**src/rtl/word_framer.sv**
```systemverilog
`default_nettype none
// ============================================================================
//  Module      : word_framer
//  Description : Buffers packer words in a FIFO and emits framed packets
//                (header, FRAME_LEN payload words, checksum trailer) on a
//                ready/valid stream.
//  Revision    : 1.0 - initial release
// ============================================================================
module word_framer #(
  parameter int          SIZE_DATA_BIT = 32,
  parameter int          FRAME_LEN     = 4,
  parameter int          FIFO_DEPTH    = 8,
  parameter logic [15:0] SYNC_WORD     = 16'hA5C3
) (
  input  logic                     clk,
  input  logic                     reset,
  input  logic [SIZE_DATA_BIT-1:0] i_data,
  input  logic                     i_valid,
  output logic [SIZE_DATA_BIT-1:0] o_data,
  output logic                     o_valid,
  input  logic                     i_ready,
  output logic                     o_sof,
  output logic                     o_eof,
  output logic                     o_fifo_full,
  output logic                     o_overflow
);

  localparam int                c_aw         = $clog2(FIFO_DEPTH);
  localparam int                c_cw         = $clog2(FIFO_DEPTH + 1);
  localparam logic [c_cw-1:0]   c_depth      = c_cw'(FIFO_DEPTH);
  localparam logic [c_cw-1:0]   c_frame_len  = c_cw'(FRAME_LEN);
  localparam logic [c_cw-1:0]   c_last_beat  = c_cw'(FRAME_LEN - 1);

  typedef enum logic [1:0] {
    ST_IDLE    = 2'd0,
    ST_HEADER  = 2'd1,
    ST_PAYLOAD = 2'd2,
    ST_TRAILER = 2'd3
  } state_t;

  logic [SIZE_DATA_BIT-1:0] r_mem [FIFO_DEPTH];
  logic [c_aw-1:0]          r_wr_ptr;
  logic [c_aw-1:0]          r_rd_ptr;
  logic [c_cw-1:0]          r_count;
  logic [c_cw-1:0]          w_count_nxt;
  logic                     w_full;
  logic                     w_wr;
  logic                     w_pop;
  logic                     w_accept;
  logic [SIZE_DATA_BIT-1:0] w_rd_data;

  state_t                   r_state, w_state_nxt;
  logic [SIZE_DATA_BIT-1:0] r_data, w_data_nxt;
  logic                     r_valid, w_valid_nxt;
  logic                     r_sof, w_sof_nxt;
  logic                     r_eof, w_eof_nxt;
  logic [SIZE_DATA_BIT-1:0] r_sum, w_sum_nxt;
  logic [c_cw-1:0]          r_beat, w_beat_nxt;
  logic [15:0]              r_seq, w_seq_nxt;
  logic                     r_full;
  logic                     r_overflow;

  // Fullness uses the pre-edge count, so a simultaneous pop never frees a slot.
  assign w_full    = (r_count == c_depth);
  assign w_wr      = i_valid && !w_full;
  assign w_accept  = r_valid && i_ready;
  assign w_rd_data = r_mem[r_rd_ptr];

  always_comb begin
    w_count_nxt = r_count;
    case ({w_wr, w_pop})
      2'b10:   w_count_nxt = r_count + c_cw'(1);
      2'b01:   w_count_nxt = r_count - c_cw'(1);
      default: w_count_nxt = r_count;
    endcase
  end

  always_ff @(posedge clk) begin
    if (w_wr) begin
      r_mem[r_wr_ptr] <= i_data;
    end
  end

  always_comb begin
    w_state_nxt = r_state;
    w_data_nxt  = r_data;
    w_valid_nxt = r_valid;
    w_sof_nxt   = r_sof;
    w_eof_nxt   = r_eof;
    w_sum_nxt   = r_sum;
    w_beat_nxt  = r_beat;
    w_seq_nxt   = r_seq;
    w_pop       = 1'b0;
    case (r_state)
      ST_IDLE: begin
        // A frame only starts once its whole payload is already buffered.
        if (r_count >= c_frame_len) begin
          w_valid_nxt = 1'b1;
          w_sof_nxt   = 1'b1;
          w_data_nxt  = SIZE_DATA_BIT'({SYNC_WORD, r_seq});
          w_state_nxt = ST_HEADER;
        end
      end
      ST_HEADER: begin
        if (w_accept) begin
          w_pop       = 1'b1;
          w_data_nxt  = w_rd_data;
          w_sof_nxt   = 1'b0;
          w_sum_nxt   = '0;
          w_beat_nxt  = '0;
          w_state_nxt = ST_PAYLOAD;
        end
      end
      ST_PAYLOAD: begin
        if (w_accept) begin
          w_sum_nxt = r_sum + r_data;
          if (r_beat == c_last_beat) begin
            w_data_nxt  = w_sum_nxt;
            w_eof_nxt   = 1'b1;
            w_state_nxt = ST_TRAILER;
          end else begin
            w_pop      = 1'b1;
            w_data_nxt = w_rd_data;
            w_beat_nxt = r_beat + c_cw'(1);
          end
        end
      end
      ST_TRAILER: begin
        if (w_accept) begin
          w_valid_nxt = 1'b0;
          w_eof_nxt   = 1'b0;
          w_seq_nxt   = r_seq + 16'd1;
          w_state_nxt = ST_IDLE;
        end
      end
      default: w_state_nxt = ST_IDLE;
    endcase
  end

  always_ff @(posedge clk) begin
    if (reset) begin
      r_wr_ptr   <= '0;
      r_rd_ptr   <= '0;
      r_count    <= '0;
      r_full     <= 1'b0;
      r_overflow <= 1'b0;
      r_state    <= ST_IDLE;
      r_data     <= '0;
      r_valid    <= 1'b0;
      r_sof      <= 1'b0;
      r_eof      <= 1'b0;
      r_sum      <= '0;
      r_beat     <= '0;
      r_seq      <= '0;
    end else begin
      if (w_wr) begin
        r_wr_ptr <= r_wr_ptr + c_aw'(1);
      end
      if (w_pop) begin
        r_rd_ptr <= r_rd_ptr + c_aw'(1);
      end
      r_count <= w_count_nxt;
      r_full  <= (w_count_nxt == c_depth);
      if (i_valid && w_full) begin
        r_overflow <= 1'b1;
      end
      r_state <= w_state_nxt;
      r_data  <= w_data_nxt;
      r_valid <= w_valid_nxt;
      r_sof   <= w_sof_nxt;
      r_eof   <= w_eof_nxt;
      r_sum   <= w_sum_nxt;
      r_beat  <= w_beat_nxt;
      r_seq   <= w_seq_nxt;
    end
  end

  assign o_data      = r_data;
  assign o_valid     = r_valid;
  assign o_sof       = r_sof;
  assign o_eof       = r_eof;
  assign o_fifo_full = r_full;
  assign o_overflow  = r_overflow;

endmodule
`default_nettype wire

```
**config.mk**
```make
export PLATFORM = sky130hd
export DESIGN_NAME = word_framer
export DESIGN_NICKNAME = d
export VERILOG_FILES = /design/src/rtl/word_framer.sv
export SDC_FILE = /design/constraint.sdc
export NUM_CORES = 1
export LEC_CHECK = 0
export CAP_MARGIN = 40
export CORE_MARGIN = 8
export CORE_UTILIZATION = 54
export CTS_CLUSTER_SIZE = 10
export DETAILED_ROUTE_END_ITERATION = 8
export PLACE_DENSITY = 0.78
export REMOVE_ABC_BUFFERS = 1
export SETUP_SLACK_MARGIN = 0.2
export SLEW_MARGIN = 20
export SYNTH_ARGS = -nofsm -noshare
export SYNTH_HDL_FRONTEND = slang
export SYNTH_SLANG_ARGS = --single-unit
```
**constraint.sdc**
```tcl
create_clock -name clk -period 3.9 [get_ports clk]
set_clock_uncertainty 0.05 [all_clocks]
set_input_delay 1.17 -clock clk [delete_from_list [all_inputs] [get_ports clk]]
set_output_delay 1.17 -clock clk [all_outputs]
set_load 0.005 [all_outputs]
```
==> results of run 1 <==
synth_stat cells, drive strengths merged (15+ instances only):
| library cell | instances | share of area (%) |
|---|---|---|
| a21oi | 68 | 2.2 |
| mux4 | 64 | 9.3 |
| a21o | 17 | 0.82 |
| o21ai | 37 | 1.2 |
| edfxtp | 256 | 50 |
| nand2 | 62 | 1.5 |
| ha | 43 | 3.5 |
| nor3 | 29 | 0.97 |
| mux2i | 37 | 2.4 |
| o211ai | 19 | 0.92 |
| dfxtp | 104 | 13 |
| xor2 | 27 | 1.5 |
| clkbuf | 39 | 0.94 |
| inv | 20 | 0.48 |
| a22oi | 15 | 0.73 |
| a22o | 15 | 0.85 |
| nand3 | 15 | 0.48 |
| nor2 | 105 | 2.5 |
| xnor2 | 28 | 1.6 |
through the flow:
step	instances	hold slack (ps)	worst slack (ps)	util (%)	TNS, ps
3_5_place_dp	1538	397	177	59.5	0
5_1_grt	1606	425	430	63.9	0
4_1_cts	1605	403	711	63.8	0
6_report	1606	399	672	63.9	0
2_1_floorplan	1051	379	-296	-	-20540
3_3_place_gp	1537	391	270	59.4	0
routing by layer:
layer / up-vias / wire length [µm] / share of wire (%)
li1: 4452 / - / -
met1: 4737 / 14000 / 42
met2: 328 / 16200 / 49
met3: 59 / 2120 / 6.4
met4: 2 / 893 / 2.7
met5: - / 13 / 0.039
critical path: cells and delay by family:
family | cells | cell delay [ps]
buffers and inverters | 1 | 520
AND/OR/NAND/NOR | 4 | 960
adder cells (fa/ha/maj) | 1 | 360
AO/OA/AOI/OAI | 4 | 640
how the worst max path moves through the flow:
stage / depth (start not counted) / slack [ps] / start / endpoint
final: 10 / 670 / i_ready / o_fifo_full$_SDFF_PP0_
after global routing: 11 / 430 / i_ready / o_fifo_full$_SDFF_PP0_
after CTS: 11 / 710 / i_ready / o_fifo_full$_SDFF_PP0_
after detailed placement: 10 / 180 / i_ready / o_fifo_full$_SDFF_PP0_
after global placement: 10 / 270 / i_ready / o_fifo_full$_SDFF_PP0_
after floorplan: 3 / -300 / i_valid / r_mem[0][0]$_DFFE_PP_
kinds of logic after synthesis:
| kind of cell | Yosys count | synth area share, % |
|---|---|---|
| simple gates | 257 | 7.42 |
| fa+ha+maj | 44 | 3.60 |
| buf+inv | 73 | 1.86 |
| mux | 102 | 11.7 |
| flops | 360 | 62.9 |
| xor+xnor | 56 | 3.25 |
| compound gates | 212 | 9.19 |
power by group:
| group | internal (mW) | switching, mW | total, mW |
|---|---|---|---|
| logic | 0.390 | 0.558 | 0.948 |
| registers | 4.22 | 0.0883 | 4.31 |
| clock network | 2.08 | 1.44 | 3.52 |
| total | 6.69 | 2.09 | 8.78 |
area by class of cell:
type / count / area [µm²]
Clock inverter: 3 / 33.8
Sequential cell: 360 / 9780
Multi-Input combinational cell: 671 / 5530
Tap cell: 384 / 480
Inverter: 20 / 75.1
Clock buffer: 64 / 1180
Timing Repair Buffer: 104 / 1100
Fill cell: 2041 / 10300
state kept, by name, summed over array words and instances (netlist names), named ones only:
| signal | cells |
|---|---|
| o_data | 32 |
| o_eof | 1 |
| o_fifo_full | 1 |
| o_overflow | 1 |
| o_sof | 1 |
| o_valid | 1 |
| r_beat | 4 |
| r_count | 4 |
| r_mem | 256 |
| r_rd_ptr | 3 |
| r_seq | 16 |
| r_state | 2 |
| r_sum | 32 |
| r_wr_ptr | 3 |
==> summary.md, run 1 <==
| Metric | Value |
|---|---|
| Met1 GRT Util | `25.9%` |
| RSZ-0062 raised after global routing | `no` |
| Slew Limit Fails | `0` |
| Max Clk Rate | `310 MHz` |
| Yosys reg bits | `360` |
| R2R cell count | `12` |
| Depth of the CTS H-tree | `2` |
| Finish-stage setup viols | `0` |
| Hold depth | `2` |
| Max_cap viols | `0` |
| Final min period | `3230 ps` |
| Post-Route WL | `33300 µm` |
| Origin of the critical flop-to-flop path | `o_data[0]$_SDFFE_PP0P_` |
| Ant diodes | `0` |
| Vias in the first global route | `9676` |
| Synth cell types | `60` |
| Critical Path RT | `4320 ps` |
| Met3 Track Usage GR | `3.30%` |
| RR Endpoint | `o_data[26]$_SDFFE_PP0P_` |
| Min-delay src | `r_sum[29]$_SDFFE_PP0P_` |
| Drt pass-1 iters | `5` |
| Syn_area_per_cell | `14.1 µm²` |
| CP Launch Type | `primary input` |
| Clock-pin slew on the worst setup and hold paths | `50 ps` |
| Async set-reset flop share out of synthesis | `0%` |
| First-pass GRT wire length | `52600 µm` |
| Gr busiest metal | `met2` |
| # hold bufs at CTS | `0` |
| Remaining DRCs | `0` |
| Max Root-Sink Buffers | `3` |
| Crit share post-route | `82.8%` |
| Largest net degree at the start of global routing | `39` |
| Clk sinks | `360` |
| Worst-Skew Late Latency | `530 ps` |
| WS Path Type | `primary input to flop` |
| Vias per cell | `5.96` |
| Detail Route Antenna Nets | `0` |
| All-Layer GR Usage | `19.6%` |
| WL/cell | `20.7 µm` |
| Routability Congestion | `0.872` |
| Most frequent cells in the layout | `256 x edfxtp_1, 101 x dfxtp_1, 99 x nor2_1` |
| Synth-to-Final Area Change | `17.1%` |
| Cell count after synthesis | `1104` |
| Core ar. | `0.0285 mm²` |
| Fin area | `0.0182 mm²` |
| Commonest non-fill, non-tap cell in the layout | `edfxtp_1` |
| Number of I/O port buffers | `72` |
| Dpl hpwl | `21500 µm` |
| FP Rows | `62` |
| Slew headroom | `58.4%` |
| CP endpoint kind | `flop` |
| Register area share after synthesis | `62.9%` |
| Top Ports | `73` |
| Die area | `0.0344 mm²` |
| Via count | `9578` |
| Fin. Hold Viols | `0` |
| GRT Residual Overflow | `0` |
| Min-Delay Path Class | `flop to flop` |
| Initial core utilization | `54.5%` |
| CP Max Fanout | `6` |
| LEAKAGE | `6.13 nW` |
| Hold Path Sink | `r_sum[29]$_SDFFE_PP0P_` |
| Slew of the pin with the lowest slew margin | `624 ps` |
| GRT met2 Usage | `32.8%` |
| Chip Width | `186 µm` |
| CTS tree | `yes` |
| Crit path max-delay cell type | `clkdlybuf4s50_1` |
| CP max stage delay | `520 ps` |
| Placed Area | `0.0169 mm²` |
| Cell Area, Synth | `0.0155 mm²` |
| Status | `finished clean` |
| Synth Flop Type | `edfxtp_1` |
| Yosys Warn Count | `0` |
| CTS resizes | `0` |
| Flop-to-flop setup slack | `730 ps` |
| Final nets | `1279` |
| Share of cells above drive strength 1 | `14.2%` |
| Initial antenna violation count | `1` |
| Die Span Y | `186 µm` |
| Root Driver | `clkbuf_16` |
| Worst-path cell chain | `clkdlybuf4s50_1 > nand2_1 > nor3b_1 > ha_1 > a21o_1 > a22oi_1 > o221a_2 > or3_1 > a21oi_1 > and3_1` |
| PwrDens | `483 mW/mm²` |
| CP arrival | `3650 ps` |
| Cts bufs inserted | `42` |
| Worst IR drop on VDD | `332 µV` |
| DR iter-0 viols | `884` |
| Number of synthesized flops with an enable pin | `256` |
| Total Power | `8.78 mW` |
| Setup repair bufs after CTS | `0` |
No activity file was read; power rests on OpenSTA's default activity.
==> inputs of run 2 (changes only) <==
- CORE_UTILIZATION: 54 -> 60
- PLACE_DENSITY: 0.78 -> 0.82
- clock period: 3.9 -> 3.3 ns (I/O delays scaled with it)
==> summary.md, run 2 (synthesis results as in run 1) <==
| Metric | Value |
|---|---|
| Status | `finished clean` |
| Die Span Y | `177 µm (-4.7%)` |
| Initial core utilization | `60.2% (+5.7 points)` |
| Worst-Skew Late Latency | `540 ps (about the same)` |
| Dpl hpwl | `22000 µm (+2.0%)` |
| CP top delay family | `compound AO/OA/AOI/OAI gates` |
| WS Path Type | `flop to flop` |
| Post-Route WL | `35800 µm (+7.4%)` |
| Routability Congestion | `0.904 (+3.7%)` |
| Min-Delay Path Class | `flop to flop` |
| Top Ports | `73 (unchanged)` |
| Critical Path RT | `3680 ps (-640 ps)` |
| RR Endpoint | `o_data[25]$_SDFFE_PP0P_` |
| Core ar. | `0.0258 mm² (-9.5%)` |
| Vias per cell | `6.32 (+6.0%)` |
| Combinational group share of total power | `11.3% (+0.5 points)` |
| Worst-path cell chain | `ha_1 > a211oi_1 > o211ai_1 > a21oi_1 > o221a_2 > o31a_1 > nor2_1 > a31o_2 > xor2_1 > a221o_1` |
| Die area | `0.0313 mm² (-9.2%)` |
| Worst Setup EP | `o_data[25]$_SDFFE_PP0P_` |
| Crit share post-route | `89.2%` |
| R2R cell count | `10 (-2)` |
| Slew headroom | `55.6% (-2.9 points)` |
| Placed cells | `1497 (-2.7%)` |
| Max Root-Sink Buffers | `3 (unchanged)` |
| CP Launch Type | `flop` |
| P_sw | `2.52 mW (+21%)` |
| Critical path depth | `10 (unchanged)` |
| CP endpoint kind | `flop` |
| CP Max Fanout | `5 (-1)` |
| FP Rows | `59 (-4.8%)` |
| Max Clk Rate | `340 MHz` |
| Final min period | `2940 ps` |
| Via count | `9890 (+3.3%)` |
| Commonest non-fill, non-tap cell in the layout | `edfxtp_1` |
| CTS tree | `yes` |
| Sw frac | `24.3% (+0.53 points)` |
| Initial antenna violation count | `1 (unchanged)` |
| Number of I/O port buffers | `72 (unchanged)` |
| GRT Residual Overflow | `0 (unchanged)` |
| Origin of the critical flop-to-flop path | `o_data[2]$_SDFFE_PP0P_` |
| All-Layer GR Usage | `22.7% (+3.1 points)` |
| Max reg flops | `256 (unchanged)` |
| RSZ-0062 raised after global routing | `yes` |
| Chip Width | `177 µm (-4.7%)` |
| Fin. Hold Viols | `0 (unchanged)` |
| Vias in the first global route | `9964 (+3.0%)` |
| Most flops, register | `r_mem` |
| Sequential power share | `49.2% (about the same)` |
| Largest net degree at the start of global routing | `35 (-10%)` |
| CP max stage delay | `350 ps (-170 ps)` |
| Remaining DRCs | `0 (unchanged)` |
| Clk sinks | `360 (unchanged)` |
| First-pass GRT wire length | `55200 µm (+4.9%)` |
| Depth of the CTS H-tree | `2 (unchanged)` |
| Fin area | `0.0182 mm² (+0.25%)` |
| DR iter-0 viols | `941 (+6.4%)` |
| Final Non-Filler Cells | `1565 (-2.6%)` |
| Slew Limit Fails | `0 (unchanged)` |
| Internal | `7.84 mW (+17%)` |
| Hold slack | `408 ps (+8.76 ps)` |
| Clock-pin slew on the worst setup and hold paths | `60 ps (about the same)` |
| Flop-to-flop setup slack | `360 ps (-370 ps)` |
| Finish-stage setup viols | `0 (unchanged)` |
| LEAKAGE | `6.15 nW (+0.38%)` |
| Detail Route Antenna Nets | `0 (unchanged)` |
| Root Driver | `clkbuf_16` |
| Synth-to-Final Area Change | `17.4%` |
| WL/cell | `22.9 µm (+10%)` |
| Slew of the pin with the lowest slew margin | `664 ps (+40.5 ps)` |
| PwrDens | `569 mW/mm² (+18%)` |
| Drt pass-1 iters | `6 (+1)` |
| Cts bufs inserted | `42 (unchanged)` |
| Worst IR drop on VDD | `507 µV (+53%)` |
| CP arrival | `3330 ps (-320 ps)` |
| Max_cap viols | `0 (unchanged)` |
| Most frequent cells in the layout | `256 x edfxtp_1, 101 x dfxtp_1, 99 x nor2_1` |
| Crit. Startpoint | `o_data[2]$_SDFFE_PP0P_` |
| Clk pwr share | `39.5% (-0.6 points)` |
| Crit path max-delay cell type | `dfxtp_1` |
| Final nets | `1287 (+0.63%)` |
| Share of cells above drive strength 1 | `14.9% (+0.73 points)` |
| Placed Area | `0.0170 mm² (+0.21%)` |
| Worst Path Buf+Inv | `0 (-1)` |
[run 2: how the worst min path moves through the flow]
stage,startpoint,end,slack [ps],cells past startpoint
2_1_floorplan,r_sum[26]$_SDFFE_PP0P_,r_sum[26]$_SDFFE_PP0P_,380,2
3_3_place_gp,r_sum[29]$_SDFFE_PP0P_,r_sum[29]$_SDFFE_PP0P_,390,2
3_5_place_dp,r_sum[26]$_SDFFE_PP0P_,r_sum[26]$_SDFFE_PP0P_,400,2
4_1_cts,r_sum[2]$_SDFFE_PP0P_,r_sum[2]$_SDFFE_PP0P_,410,2
5_1_grt,r_sum[2]$_SDFFE_PP0P_,r_sum[2]$_SDFFE_PP0P_,440,2
6_report,r_sum[2]$_SDFFE_PP0P_,r_sum[2]$_SDFFE_PP0P_,410,2
[run 2: metal layers]
layer | up-vias | wire length, µm | global-route usage, %
li1 | 4451 | - | -
met1 | 4909 | 14400 | 29.4
met2 | 451 | 17800 | 38.5
met3 | 79 | 2460 | 3.63
met4 | 0 | 1020 | 7.99
met5 | - | 0 | 0
[run 2: power groups by stage]
stage | combinational, mW | clock, mW | sequential (mW)
3_5_place_dp | 1.14 | 0 | 5.18
3_3_place_gp | 1.11 | 0 | 5.17
5_1_grt | 1.27 | 4.33 | 5.11
2_1_floorplan | 0.618 | 0 | 5.16
4_1_cts | 1.16 | 4.15 | 5.09
6_report | 1.17 | 4.10 | 5.09
[run 2: tightest hold or removal path: stages (launching register included)]
cell and delay, ps:
dfxtp_1 310, nand2_1 50, a21oi_1 50
[run 2: final cells by class]
| cell class | count | area (µm²) |
|---|---|---|
| clock buffers | 62 | 1140 |
| repair buffers | 112 | 1180 |
| fillers | 1586 | 7540 |
| inverters | 20 | 75.1 |
| multi-input cells | 671 | 5570 |
| diodes | 1 | 2.50 |
| well taps | 335 | 419 |
| flip-flops and latches | 360 | 9780 |
| clock inverters | 4 | 67.6 |
[run 2: through the flow]
stage	worst slack, ps	power [mW]	setup TNS [ps]	util [%]
5_1_grt	193	10.7	0	70.7
4_1_cts	234	10.4	0	70.5
2_1_floorplan	-799	5.78	-66830	-
3_5_place_dp	-109	6.32	-109	65.9
3_3_place_gp	-2.86	6.28	-2.86	65.9
6_report	355	10.4	0	70.7
[run 2: repair_timing]
| action | CTS | global route |
|---|---|---|
| hold buffers | 0 | 0 |
| setup buffers | 0 | 1 |
| endpoints found under the hold margin | 0 | 0 |
| resized for setup | 0 | 7 |
| endpoints found under the setup margin | 0 | 8 |
==> inputs of run 3 (changes only) <==
- CTS_CLUSTER_DIAMETER: default -> 60
- SETUP_SLACK_MARGIN: 0.2 -> 0.02
==> summary.md, run 3 (synthesis results as in run 1) <==
| Metric | Value |
|---|---|
| Register area | `0.00978 mm² (unchanged)` |
| Min-Delay Path Class | `flop to flop` |
| GRT Residual Overflow | `0 (unchanged)` |
| Root Driver | `clkbuf_16` |
| Sequential power share | `48.8% (-0.4 points)` |
| Worst IR drop on VDD | `465 µV (-8.2%)` |
| LEAKAGE | `6.16 nW (+0.19%)` |
| Footprint of the multi-input gates | `0.00554 mm² (-0.52%)` |
| Internal | `7.92 mW (+1.0%)` |
| R2R cell count | `12 (+2)` |
| Status | `finished clean` |
| Sw frac | `24.1% (-0.17 points)` |
| Most frequent cells in the layout | `256 x edfxtp_1, 101 x dfxtp_1, 99 x nor2_1` |
| Critical Path RT | `3690 ps (about the same)` |
| Total Power | `10.4 mW (+0.77%)` |
| Die area | `0.0313 mm² (unchanged)` |
| Min-delay src | `r_sum[29]$_SDFFE_PP0P_` |
| CP arrival | `3440 ps (+110 ps)` |
| Fin. Hold Viols | `0 (unchanged)` |
| # hold bufs at CTS | `0 (unchanged)` |
| All-Layer GR Usage | `22.8% (+0.12 points)` |
| Depth of the CTS H-tree | `2 (unchanged)` |
| PwrDens | `573 mW/mm² (+0.85%)` |
| Placement Setup Slack | `-109 ps (unchanged)` |
| Worst-Skew Late Latency | `540 ps (about the same)` |
| Number of I/O port buffers | `72 (unchanged)` |
| Vias in the first global route | `9824 (-1.4%)` |
| Initial core utilization | `60.2% (unchanged)` |
| Slew of the pin with the lowest slew margin | `683 ps (+18.9 ps)` |
| RR Endpoint | `r_sum[28]$_SDFFE_PP0P_` |
| Most flops, register | `r_mem` |
| Core ar. | `0.0258 mm² (unchanged)` |
| Die Span Y | `177 µm (unchanged)` |
| Cts bufs inserted | `42 (unchanged)` |
| CP endpoint kind | `flop` |
| Synth-to-Final Area Change | `17.3% (about the same)` |
| Origin of the critical flop-to-flop path | `o_data[0]$_SDFFE_PP0P_` |
| Crit share post-route | `92.3% (+3.1 points)` |
| Detail Route Antenna Nets | `0 (unchanged)` |
| Hold depth | `2 (unchanged)` |
| Final nets | `1286 (-0.078%)` |
| Post-Route WL | `35500 µm (-0.75%)` |
| Drt pass-1 iters | `5 (-1)` |
| Via count | `9764 (-1.3%)` |
| Clock-pin slew on the worst setup and hold paths | `60 ps (about the same)` |
| CP Max Fanout | `5 (unchanged)` |
| Dpl hpwl | `22000 µm (unchanged)` |
| Share of cells above drive strength 1 | `14.6% (-0.31 points)` |
| Combinational group share of total power | `11.1% (-0.2 points)` |
| Largest net degree at the start of global routing | `35 (unchanged)` |
| Vias per cell | `6.24 (-1.2%)` |
| Clk pwr share | `40.2% (+0.7 points)` |
| Final worst slack | `253 ps (-102 ps)` |
| WL/cell | `22.7 µm (-0.69%)` |
| Remaining DRCs | `0 (unchanged)` |
| Max reg flops | `256 (unchanged)` |
| Finish-stage setup viols | `0 (unchanged)` |
| Max Root-Sink Buffers | `3 (unchanged)` |
| RSZ-0062 raised after global routing | `no` |
| Clk sinks | `360 (unchanged)` |
| DR iter-0 viols | `868 (-7.8%)` |
| Routability Congestion | `0.904 (unchanged)` |
| Chip Width | `177 µm (unchanged)` |
| Commonest non-fill, non-tap cell in the layout | `edfxtp_1` |
| Flop-to-flop setup slack | `250 ps (-100 ps)` |
| Max_cap viols | `0 (unchanged)` |
| WS Path Type | `flop to flop` |
| P_sw | `2.52 mW (about the same)` |
| Slew headroom | `54.3% (-1.3 points)` |
| Final min period | `3050 ps (+102 ps)` |
| Hold slack | `406 ps (-1.90 ps)` |
| Hold Path Sink | `r_sum[29]$_SDFFE_PP0P_` |
| CP Launch Type | `flop` |
| Initial antenna violation count | `2 (+1)` |
| Fin util | `70.7% (about the same)` |
| First-pass GRT wire length | `55200 µm (about the same)` |
| Max Clk Rate | `328 MHz (-3.3%)` |
| Slew Limit Fails | `0 (unchanged)` |
| CTS tree | `yes` |
| FP Rows | `59 (unchanged)` |
| FILL cells | `1599 (+0.82%)` |
| Top Ports | `73 (unchanged)` |
## run 3: cell types whose count changed in the layout (fill, tap and decap cells not counted), sizes merged
cell / change
clkbuf: -1
bufinv: +1
buf: -1
inv: +2
clkinv: -2
## run 3: critical path, cell delays in order, from the launching register on
cell,delay (ps)
dfxtp_1,360
ha_1,210
inv_1,60
fa_1,400
nor2b_1,190
o2111ai_2,210
a2111oi_4,400
or3_4,240
a211oi_4,80
a21oi_2,250
a31oi_1,140
xnor2_1,160
a22o_1,200
## run 3: per-stage QoR
stage	std cells	area [µm²]	TNS, ps
after global placement	1497	17000	-2.86
after floorplan	1051	15300	-66830
after global routing	1564	18200	0
after detailed placement	1497	17000	-109
final	1564	18200	0
after CTS	1563	18200	0
## run 3: what timing repair did
item | CTS | global route
buffers inserted | 0 | 0
setup endpoints to repair | 0 | 1
resized for setup | 0 | 1
## run 3: metal layers
| layer | wire length, µm | global-route usage (%) | share of wire [%] | up-vias |
|---|---|---|---|---|
| met3 | 2190 | 3.35 | 6.2 | 76 |
| li1 | - | - | - | 4453 |
| met4 | 1020 | 8.20 | 2.9 | 2 |
| met2 | 17700 | 38.4 | 50 | 406 |
| met5 | 13 | 0 | 0.037 | - |
| met1 | 14600 | 30.0 | 41 | 4827 |
## run 3: how the worst max path moves through the flow
stage / start / endpoint / slack, ps / depth (start not counted)
2_1_floorplan: flop / o_data[8]$_SDFFE_PP0P_ / -800 / 6
3_3_place_gp: i_ready / o_fifo_full$_SDFF_PP0_ / -3 / 10
3_5_place_dp: i_ready / o_fifo_full$_SDFF_PP0_ / -110 / 10
4_1_cts: o_data[0]$_SDFFE_PP0P_ / r_sum[28]$_SDFFE_PP0P_ / 230 / 12
5_1_grt: o_data[0]$_SDFFE_PP0P_ / o_data[20]$_SDFFE_PP0P_ / 60 / 12
6_report: o_data[0]$_SDFFE_PP0P_ / r_sum[28]$_SDFFE_PP0P_ / 250 / 12
## run 3: final cells by class
cell class | count | share of cell area [%]
repair buffers | 111 | 6.43
flip-flops and latches | 360 | 53.7
inverters | 20 | 0.412
well taps | 335 | 2.30
multi-input cells | 671 | 30.4
clock buffers | 61 | 6.22
clock inverters | 5 | 0.515
diodes | 1 | 0.0137
## run 3: power groups by stage
| stage | clock network (mW) | logic [mW] | registers [mW] |
|---|---|---|---|
| after floorplan | 0 | 0.618 | 5.16 |
| after global placement | 0 | 1.11 | 5.17 |
| after detailed placement | 0 | 1.14 | 5.18 |
| after CTS | 4.25 | 1.15 | 5.09 |
| after global routing | 4.43 | 1.26 | 5.11 |
| final | 4.19 | 1.16 | 5.09 |
